## src/rtl/calc1_pkg.sv

```systemverilog
// Shared definitions for the calc1 port driver: command/response codes,
// bus widths and the request-sequencing FSM state type.
package calc1_pkg;

    localparam int DATA_W = 32;
    localparam int CMD_W  = 4;
    localparam int TXN_W  = CMD_W + 2 * DATA_W;

    localparam logic [0:CMD_W-1] CMD_NOP = 4'd0;
    localparam logic [0:CMD_W-1] CMD_ADD = 4'd1;
    localparam logic [0:CMD_W-1] CMD_SUB = 4'd2;
    localparam logic [0:CMD_W-1] CMD_SHL = 4'd5;
    localparam logic [0:CMD_W-1] CMD_SHR = 4'd6;

    localparam logic [0:1] RESP_NONE = 2'd0;
    localparam logic [0:1] RESP_OK   = 2'd1;
    localparam logic [0:1] RESP_ERR  = 2'd2;

    typedef enum logic [2:0] {
        ST_IDLE,
        ST_SEND1,
        ST_SEND2,
        ST_WAIT,
        ST_CPL
    } state_t;

endpackage

```

## src/rtl/calc1_txn_fifo.sv

```systemverilog
// Synchronous transaction FIFO holding {cmd, op1, op2}; head entry is
// presented combinationally on dout.
module calc1_txn_fifo
    import calc1_pkg::*;
#(
    parameter int FIFO_DEPTH = 4
) (
    input  logic             c_clk,
    input  logic             reset,
    input  logic             push,
    input  logic             pop,
    input  logic [0:TXN_W-1] din,
    output logic [0:TXN_W-1] dout,
    output logic             full,
    output logic             empty
);

    localparam int AW = $clog2(FIFO_DEPTH);

    logic [0:TXN_W-1] mem [FIFO_DEPTH];
    logic [AW:0]      wr_ptr;
    logic [AW:0]      rd_ptr;
    logic             do_push;
    logic             do_pop;

    // A full FIFO refuses pushes even when the head is popped the same cycle.
    assign do_push = push && !full;
    assign do_pop  = pop && !empty;

    assign empty = (wr_ptr == rd_ptr);
    assign full  = (wr_ptr[AW] != rd_ptr[AW]) && (wr_ptr[AW-1:0] == rd_ptr[AW-1:0]);
    assign dout  = mem[rd_ptr[AW-1:0]];

    always_ff @(posedge c_clk) begin
        if (reset) begin
            wr_ptr <= '0;
            rd_ptr <= '0;
        end else begin
            if (do_push) begin
                wr_ptr <= wr_ptr + 1'b1;
            end
            if (do_pop) begin
                rd_ptr <= rd_ptr + 1'b1;
            end
        end
    end

    always_ff @(posedge c_clk) begin
        if (do_push) begin
            mem[wr_ptr[AW-1:0]] <= din;
        end
    end

endmodule

```

## src/rtl/calc1_port_driver.sv

```systemverilog
// Request-side driver for one calc1 port: buffers transactions, serialises
// them onto the two-cycle request protocol and returns a completion.
module calc1_port_driver
    import calc1_pkg::*;
#(
    parameter int FIFO_DEPTH = 4,
    parameter int TIMEOUT    = 64
) (
    input  logic              c_clk,
    input  logic              reset,
    input  logic              txn_valid,
    output logic              txn_ready,
    input  logic [0:CMD_W-1]  txn_cmd,
    input  logic [0:DATA_W-1] txn_op1,
    input  logic [0:DATA_W-1] txn_op2,
    output logic [0:CMD_W-1]  req_cmd_out,
    output logic [0:DATA_W-1] req_data_out,
    input  logic [0:1]        calc_resp_in,
    input  logic [0:DATA_W-1] calc_data_in,
    output logic              cpl_valid,
    input  logic              cpl_ready,
    output logic [0:1]        cpl_resp,
    output logic [0:DATA_W-1] cpl_data,
    output logic              cpl_timeout,
    output logic              spurious_resp,
    output logic              drop_cmd
);

    localparam int CNT_W = $clog2(TIMEOUT) + 1;

    state_t            state;
    logic [0:TXN_W-1]  head;
    logic              full;
    logic              empty;
    logic              accept;
    logic              push;
    logic              pop;
    logic [0:DATA_W-1] hold_op2;
    logic [CNT_W-1:0]  wait_cnt;

    assign txn_ready = !full;
    assign accept    = txn_valid && txn_ready;
    assign push      = accept && (txn_cmd != CMD_NOP);
    assign pop       = (state == ST_IDLE) && !empty;

    calc1_txn_fifo #(
        .FIFO_DEPTH (FIFO_DEPTH)
    ) u_fifo (
        .c_clk (c_clk),
        .reset (reset),
        .push  (push),
        .pop   (pop),
        .din   ({txn_cmd, txn_op1, txn_op2}),
        .dout  (head),
        .full  (full),
        .empty (empty)
    );

    // The SEND1 wire values are loaded on the pop so they appear exactly in SEND1.
    always_ff @(posedge c_clk) begin
        if (reset) begin
            state         <= ST_IDLE;
            hold_op2      <= '0;
            wait_cnt      <= '0;
            req_cmd_out   <= '0;
            req_data_out  <= '0;
            cpl_valid     <= 1'b0;
            cpl_resp      <= '0;
            cpl_data      <= '0;
            cpl_timeout   <= 1'b0;
            spurious_resp <= 1'b0;
            drop_cmd      <= 1'b0;
        end else begin
            drop_cmd      <= accept && (txn_cmd == CMD_NOP);
            spurious_resp <= (state != ST_WAIT) && (calc_resp_in != RESP_NONE);
            case (state)
                ST_IDLE: begin
                    req_cmd_out  <= '0;
                    req_data_out <= '0;
                    if (!empty) begin
                        req_cmd_out  <= head[0:CMD_W-1];
                        req_data_out <= head[CMD_W:CMD_W+DATA_W-1];
                        hold_op2     <= head[CMD_W+DATA_W:TXN_W-1];
                        state        <= ST_SEND1;
                    end
                end
                ST_SEND1: begin
                    req_cmd_out  <= '0;
                    req_data_out <= hold_op2;
                    state        <= ST_SEND2;
                end
                ST_SEND2: begin
                    req_cmd_out  <= '0;
                    req_data_out <= '0;
                    wait_cnt     <= '0;
                    state        <= ST_WAIT;
                end
                ST_WAIT: begin
                    // A response on the final counted cycle still beats the timeout.
                    if (calc_resp_in != RESP_NONE) begin
                        cpl_resp    <= calc_resp_in;
                        cpl_data    <= calc_data_in;
                        cpl_timeout <= 1'b0;
                        cpl_valid   <= 1'b1;
                        state       <= ST_CPL;
                    end else if (wait_cnt == CNT_W'(TIMEOUT - 1)) begin
                        cpl_resp    <= RESP_NONE;
                        cpl_data    <= '0;
                        cpl_timeout <= 1'b1;
                        cpl_valid   <= 1'b1;
                        state       <= ST_CPL;
                    end else begin
                        wait_cnt <= wait_cnt + 1'b1;
                    end
                end
                ST_CPL: begin
                    if (cpl_ready) begin
                        cpl_valid <= 1'b0;
                        state     <= ST_IDLE;
                    end
                end
                default: begin
                    state <= ST_IDLE;
                end
            endcase
        end
    end

endmodule

```

## config.mk

```make
export PLATFORM = sky130hd
export DESIGN_NAME = calc1_port_driver
export DESIGN_NICKNAME = d
export VERILOG_FILES = /design/src/rtl/calc1_pkg.sv /design/src/rtl/calc1_txn_fifo.sv /design/src/rtl/calc1_port_driver.sv
export SDC_FILE = /design/constraint.sdc
export NUM_CORES = 1
export LEC_CHECK = 0
export ABC_AREA = 1
export CORE_MARGIN = 3
export CORE_UTILIZATION = 30
export CTS_BUF_LIST = sky130_fd_sc_hd__clkbuf_2
export CTS_CLUSTER_DIAMETER = 40
export DETAILED_ROUTE_END_ITERATION = 6
export MAX_ROUTING_LAYER = met4
export SLEW_MARGIN = 0
export SYNTH_ARGS = -nofsm -noshare
export SYNTH_HDL_FRONTEND = slang
export SYNTH_SLANG_ARGS = --single-unit
```

## constraint.sdc

```tcl
create_clock -name c_clk -period 5.96 [get_ports c_clk]
set_input_delay 1.788 -clock c_clk [delete_from_list [all_inputs] [get_ports c_clk]]
set_output_delay 1.788 -clock c_clk [all_outputs]
set_load 0.1 [all_outputs]
```

Word level (Yosys, flattened, before mapping). Memories as Yosys holds them, arrays and structs flattened. A register that Yosys moved wholly into a read port is not among the register bits. Index checks and enable logic that the tools add are counted.

Flip-flop bits (word level): 122. Memory bits (writable): 272. Output and inout bits: 75. Word-level logic and storage cells: 82. Memories kept: 1.

Add/subtract/negate cells: 3. Equality and inequality tests: 14. Multiplexer cells: 25. Bitwise operators: 1. Reductions and logical operators: 25.

Memories: u_fifo.mem (depth 4, width 68, rd ports 1, clocked after memory_dff 1, write ports 1, RTL line calc1_txn_fifo.sv:20) `logic [0:TXN_W-1] mem [FIFO_DEPTH];`.

Operators by type and width (number): $mux W32 (3); $pmux W32 S3 (1); $pmux W3 S5 (1); $mux W7 (2); $pmux W7 S2 (1); $mux W3 (4); $reduce_bool A2 Y1 (5); $reduce_and A3 Y1 (3); $logic_and A1 B1 Y1 (8); $mux W2 (4); $ne A2 B2 Y1 const B (4); $pmux W4 S2 (1); $add A7 B1 Y7 const B (1); $eq A7 B6 Y1 const B (1); $add A3 B1 Y3 const B (2); $eq A3 B2 Y1 const B (2); $mux W1 (6); $logic_not A4 Y1 (1); $mux W4 (1); $reduce_and A2 Y1 (2); $reduce_bool A4 Y1 (1); $eq A3 B1 Y1 const B (1); $eq A3 B3 Y1 (1); $eq A3 B3 Y1 const B (1); 10 further kinds (11).

Depth between registers and ports, before layout.
Word-level depth: 8. Depth in mapped cells: 9. Mapped depth without buffers: 9.

Cells and area by module. From an unflattened synthesis, not the netlist that was laid out.

Cell total of the unflattened synthesis: 1348. Area, all modules: 15128.3 sq um.

Modules (own cells, without submodules): calc1_txn_fifo (instances 1, cells an instance 731, area an instance 10543.9 sq um); calc1_port_driver (instances 1, cells an instance 617, area an instance 4584.4 sq um).

Worst setup path before layout. OpenSTA, ideal clock, no wires.

Kind: in2reg. Start: input port txn_cmd[0] (netlist bit). End: memory u_fifo.mem[0][0] (netlist bit) (enable). Setup time: 0.495 ns. Data arrival time: 5.019 ns. Setup slack: 0.446 ns. Cell stages on the path: 4. Path buffers: 0. Cell sequence: nor2_1 nand2_1 nand3_2 nor2_1.

Cells in the longest elaborated chain, start to end: 5.

RTL lines: start, declared (RTL line calc1_port_driver.sv:13) `input logic [0:CMD_W-1] txn_cmd,`; $reduce_bool A4 Y1 (RTL line calc1_port_driver.sv:43) `assign push = accept && (txn_cmd != CMD_NOP);`; $logic_and A1 B1 Y1 (RTL line calc1_port_driver.sv:43); $logic_and A1 B1 Y1 (RTL line calc1_txn_fifo.sv:27) `assign do_push = push && !full;`; $mux W1 (RTL line calc1_txn_fifo.sv:49) `if (do_push) begin`; $mux W1 (not written as such) (RTL line calc1_txn_fifo.sv:50) `mem[wr_ptr[AW-1:0]] <= din;`; end, declared (RTL line calc1_txn_fifo.sv:20).

Every way passes these cells.

Worst setup path in the final report.
Start: register u_fifo.wr_ptr[0]. End: output port txn_ready.

Cells in the longest elaborated chain, start to end: 3.

RTL lines: start, declared (RTL line calc1_txn_fifo.sv:21) `logic [AW:0] wr_ptr;`; start signal, assigned (RTL line calc1_txn_fifo.sv:40) `wr_ptr <= wr_ptr + 1'b1;`; $eq A2 B2 Y1 (RTL line calc1_txn_fifo.sv:31) `assign full = (wr_ptr[AW] != rd_ptr[AW]) && (wr_ptr[AW-1:0] == rd_ptr[AW-1:0]);`; $logic_and A1 B1 Y1 (RTL line calc1_txn_fifo.sv:31); $logic_not A1 Y1 (RTL line calc1_port_driver.sv:41) `assign txn_ready = !full;`; end, declared (RTL line calc1_port_driver.sv:12) `output logic txn_ready,`.

Every way passes these cells.

==> metrics.md <==
| Metric | Value |
|---|---|
| Status | `finished clean` |
| Initial Util | `0.307` |
| Fmax | `0.203 GHz` |
| Overall Global Routing Usage | `0.154` |
| Finished Layout Cells | `2354` |
| Gate Count Post-Synth | `1392` |
| Core ar. | `0.0494 sq mm` |
| Detailed Routing Iterations Pass 1 | `5` |
| CP Class | `flip-flop to output pin` |
| Mapped Nets | `1504` |
| Fin crit period | `4.93 ns` |
| Share of cells above drive strength 1 | `0.123` |
| Critical Path Most Common Cell | `nand2_1` |
| Post-Syn Area | `0.0151 sq mm` |
| Clock root buffer | `clkbuf_2` |
| Worst-margin pin slew | `1.29 ns` |
| Starting DRC count in detailed routing | `857` |
| Die area | `0.0532 sq mm` |
| Sink Count | `396` |
| RSZ-0062 raised after global routing | `false` |
| Vias in the first global route | `10880` |
| Per-cell routed wire length | `17.3 um` |
| # fillers | `4955` |
| DRT antenna net count | `0` |
| Worst rel slew slack | `0.138` |
| Clk_lat worst skew | `1.05 ns` |
| Total CTS buffers | `101` |
| First-pass GRT wire length | `62200 um` |
| Worst R2R Setup Slack | `2.60 ns` |
| WL final | `40800 um` |
| CTS H-tree lvls | `3` |
| Die Y-Extent | `231 um` |
| Worst path required time | `4.17 ns` |
| Final worst slack | `1.03 ns` |
| Initial antenna violation count | `1` |
| Gr ovfl total | `0` |
| CP delay by family, top | `buffers and inverters` |
| Cell Chain, Critical Path | `inv_1, nand2_1, nand2_1, nand3b_1, clkdlybuf4s50_1` |
| Post-Syn Area per Cell | `10.9 sq um` |
| Hold Crit Class | `flip-flop to flip-flop` |
| Final period utilization | `0.827` |
| Largest net degree at the start of global routing | `80` |
| I/O Buffers | `180` |
| Via-to-Cell Ratio | `4.72` |
| Rows | `81` |
| Max incr delay on CP | `1.23 ns` |
| Max_cap viols | `0` |
| Post-CTS setup buffer count | `0` |
| Final hold vios | `0` |
| Cts repair resizes | `0` |
| Setup violators final | `0` |
| Reg2reg end | `req_cmd_out[0]` |
| Io pins | `181` |
| Placer Congestion | `0.785` |
| DRC | `0` |
| PwrDens | `453 mW/mm^2` |
| Hold-fix buffers at CTS | `0` |
| Peak VDD IR | `0.532 mV` |
| Die Width | `231 um` |
| Leak | `6.49 nW` |
| Worst Reg-to-Reg Cells | `6` |
| Endpoint class of the critical path | `output pin` |
| Placed cell count | `2167` |
| #FFs+latches synth | `396` |
| Crit path max fanout | `5` |
| Crit path DAT | `3.14 ns` |
| Critical-path top delay cell | `clkdlybuf4s50_1` |
| Pre-CTS WS | `1.36 ns` |
| Unique masters post-synth | `26` |
| Clk_skew | `0.0964 ns` |
| CTS tree | `yes` |
| WP buf/inv | `2` |
| CP endpoint | `txn_ready` |
| Synth warn | `0` |
| Hpwl dp | `25100 um` |
| Fin Setup TNS | `0 ns` |
| Startpoint types | `flip-flop` |
| Max Buffers Root-to-Sink | `3` |
| Reg clk slew, reported paths | `0.10 ns` |
| Layout overhead on the synthesized area | `22.1%` |
| Pins over their slew limit | `0` |
| Seq/Total Area, Yosys | `0.703` |
| Nets | `1718` |
| Via count | `11101` |
| Critical path depth | `5` |
| Critical path origin | `u_fifo.wr_ptr[0]` |
==> cells in the mapped netlist (all sizes together) <==
master | number | area share
nor2 | 290 | 0.073
edfxtp | 272 | 0.54
o21ai | 209 | 0.069
a21oi | 151 | 0.050
nand2 | 140 | 0.035
dfxtp | 124 | 0.16
inv | 58 | 0.014
buf | 43 | 0.016
clkbuf | 41 | 0.010
nand4 | 37 | 0.015
nand3 | 9 | 0.0046
ha | 6 | 0.0050
nor3 | 4 | 0.0013
o22ai | 4 | 0.0017
xor2 | 2 | 0.0012
clkinv | 1 | 0.00025
nand3b | 1 | 0.00050
==> worst min-delay path by stage <==
| stage | to | depth (start not counted) | start | slack [ns] |
|---|---|---|---|---|
| finish | hold_op2[9] | 2 | hold_op2[9] | 0.46 |
| global route | cpl_data[17] | 2 | cpl_data[17] | 0.49 |
| CTS | hold_op2[0] | 2 | hold_op2[0] | 0.46 |
| detailed placement | hold_op2[0] | 2 | hold_op2[0] | 0.45 |
| global placement | hold_op2[7] | 2 | hold_op2[7] | 0.45 |
| floorplan | hold_op2[22] | 2 | hold_op2[22] | 0.43 |
==> placed cells by master, fill, tap and decap left out <==
cell	n
diode_2	2
buf_12	3
nand3b_1	1
clkinv_1	19
nor2_1	284
dfxtp_4	1
nand4_1	37
o21ai_1	24
nand2_1	137
o21ai_0	185
clkdlybuf4s50_1	179
xor2_1	2
clkinv_2	4
buf_4	12
inv_1	50
clkbuf_2	157
edfxtp_1	272
nand3_2	5
clkinvlp_4	3
ha_1	6
buf_2	1
inv_6	1
nand2_2	3
inv_2	9
a21oi_1	151
nand3_1	4
clkinv_4	1
dfxtp_2	1
o22ai_1	4
nor2_2	1
nor3_1	4
nor2_4	5
dfxtp_1	122
==> metrics by stage <==
stage	total power (W)	area, sq um	hold slack (ns)	util
after global placement	0.00660	17600	0.446	0.356
after floorplan	0.00574	15100	0.430	-
after CTS	0.00847	18500	0.463	0.374
final	0.00837	18500	0.461	0.375
after global routing	0.00889	18500	0.486	0.375
after detailed placement	0.00664	17600	0.449	0.356
==> state kept, by name, summed over array words and instances, names as in the netlist, named ones only <==
name           flops
u_fifo.rd_ptr      3
spurious_resp      1
hold_op2          32
wait_cnt           7
cpl_data          32
req_cmd_out        4
drop_cmd           1
cpl_valid          1
req_data_out      32
state              3
u_fifo.mem       272
u_fifo.wr_ptr      3
cpl_timeout        1
cpl_resp           2
==> power by group <==
part	switching [W]	leakage [nW]	internal [W]
sequential	0.000251	3.51	0.00328
clock	0.00111	0.710	0.000704
combinational	0.00230	2.27	0.000737
total	0.00365	6.49	0.00472
==> cell type report <==
type / count / area [sq um] / area share
Antenna cell: 2 / 5.00 / 0.000271
Inverter: 59 / 223 / 0.0120
Multi-Input combinational cell: 853 / 3910 / 0.212
Timing Repair Buffer: 195 / 1950 / 0.105
Sequential cell: 396 / 10700 / 0.576
Clock inverter: 28 / 130 / 0.00704
Tap cell: 664 / 831 / 0.0449
Clock buffer: 157 / 786 / 0.0425
==> layer usage <==
metal	up-vias	global-route usage	share of wire
met4	0	0.0356	0.011
met3	48	0.0447	0.077
met1	5346	0.191	0.43
met5	-	-	0
met2	378	0.250	0.48
li1	5329	-	-
==> worst reg2reg max path, stage by stage, from the launching register on <==
cell      delay (ns)
dfxtp_4         0.82
clkinv_2        0.94
buf_4           0.65
o21ai_0         0.27
o22ai_1         0.12
nand2_1         0.25
a21oi_1         0.11
==> kinds of logic after synthesis <==
| kind of cell | count (synthesis) | share of synthesized area |
|---|---|---|
| flops | 396 | 0.703 |
| simple gates | 481 | 0.129 |
| compound gates | 364 | 0.121 |
| buf+inv | 143 | 0.0404 |
| xor+xnor | 2 | 0.00116 |
| fa+ha+maj | 6 | 0.00496 |
Note: power is estimated with default switching activity, not from simulation.
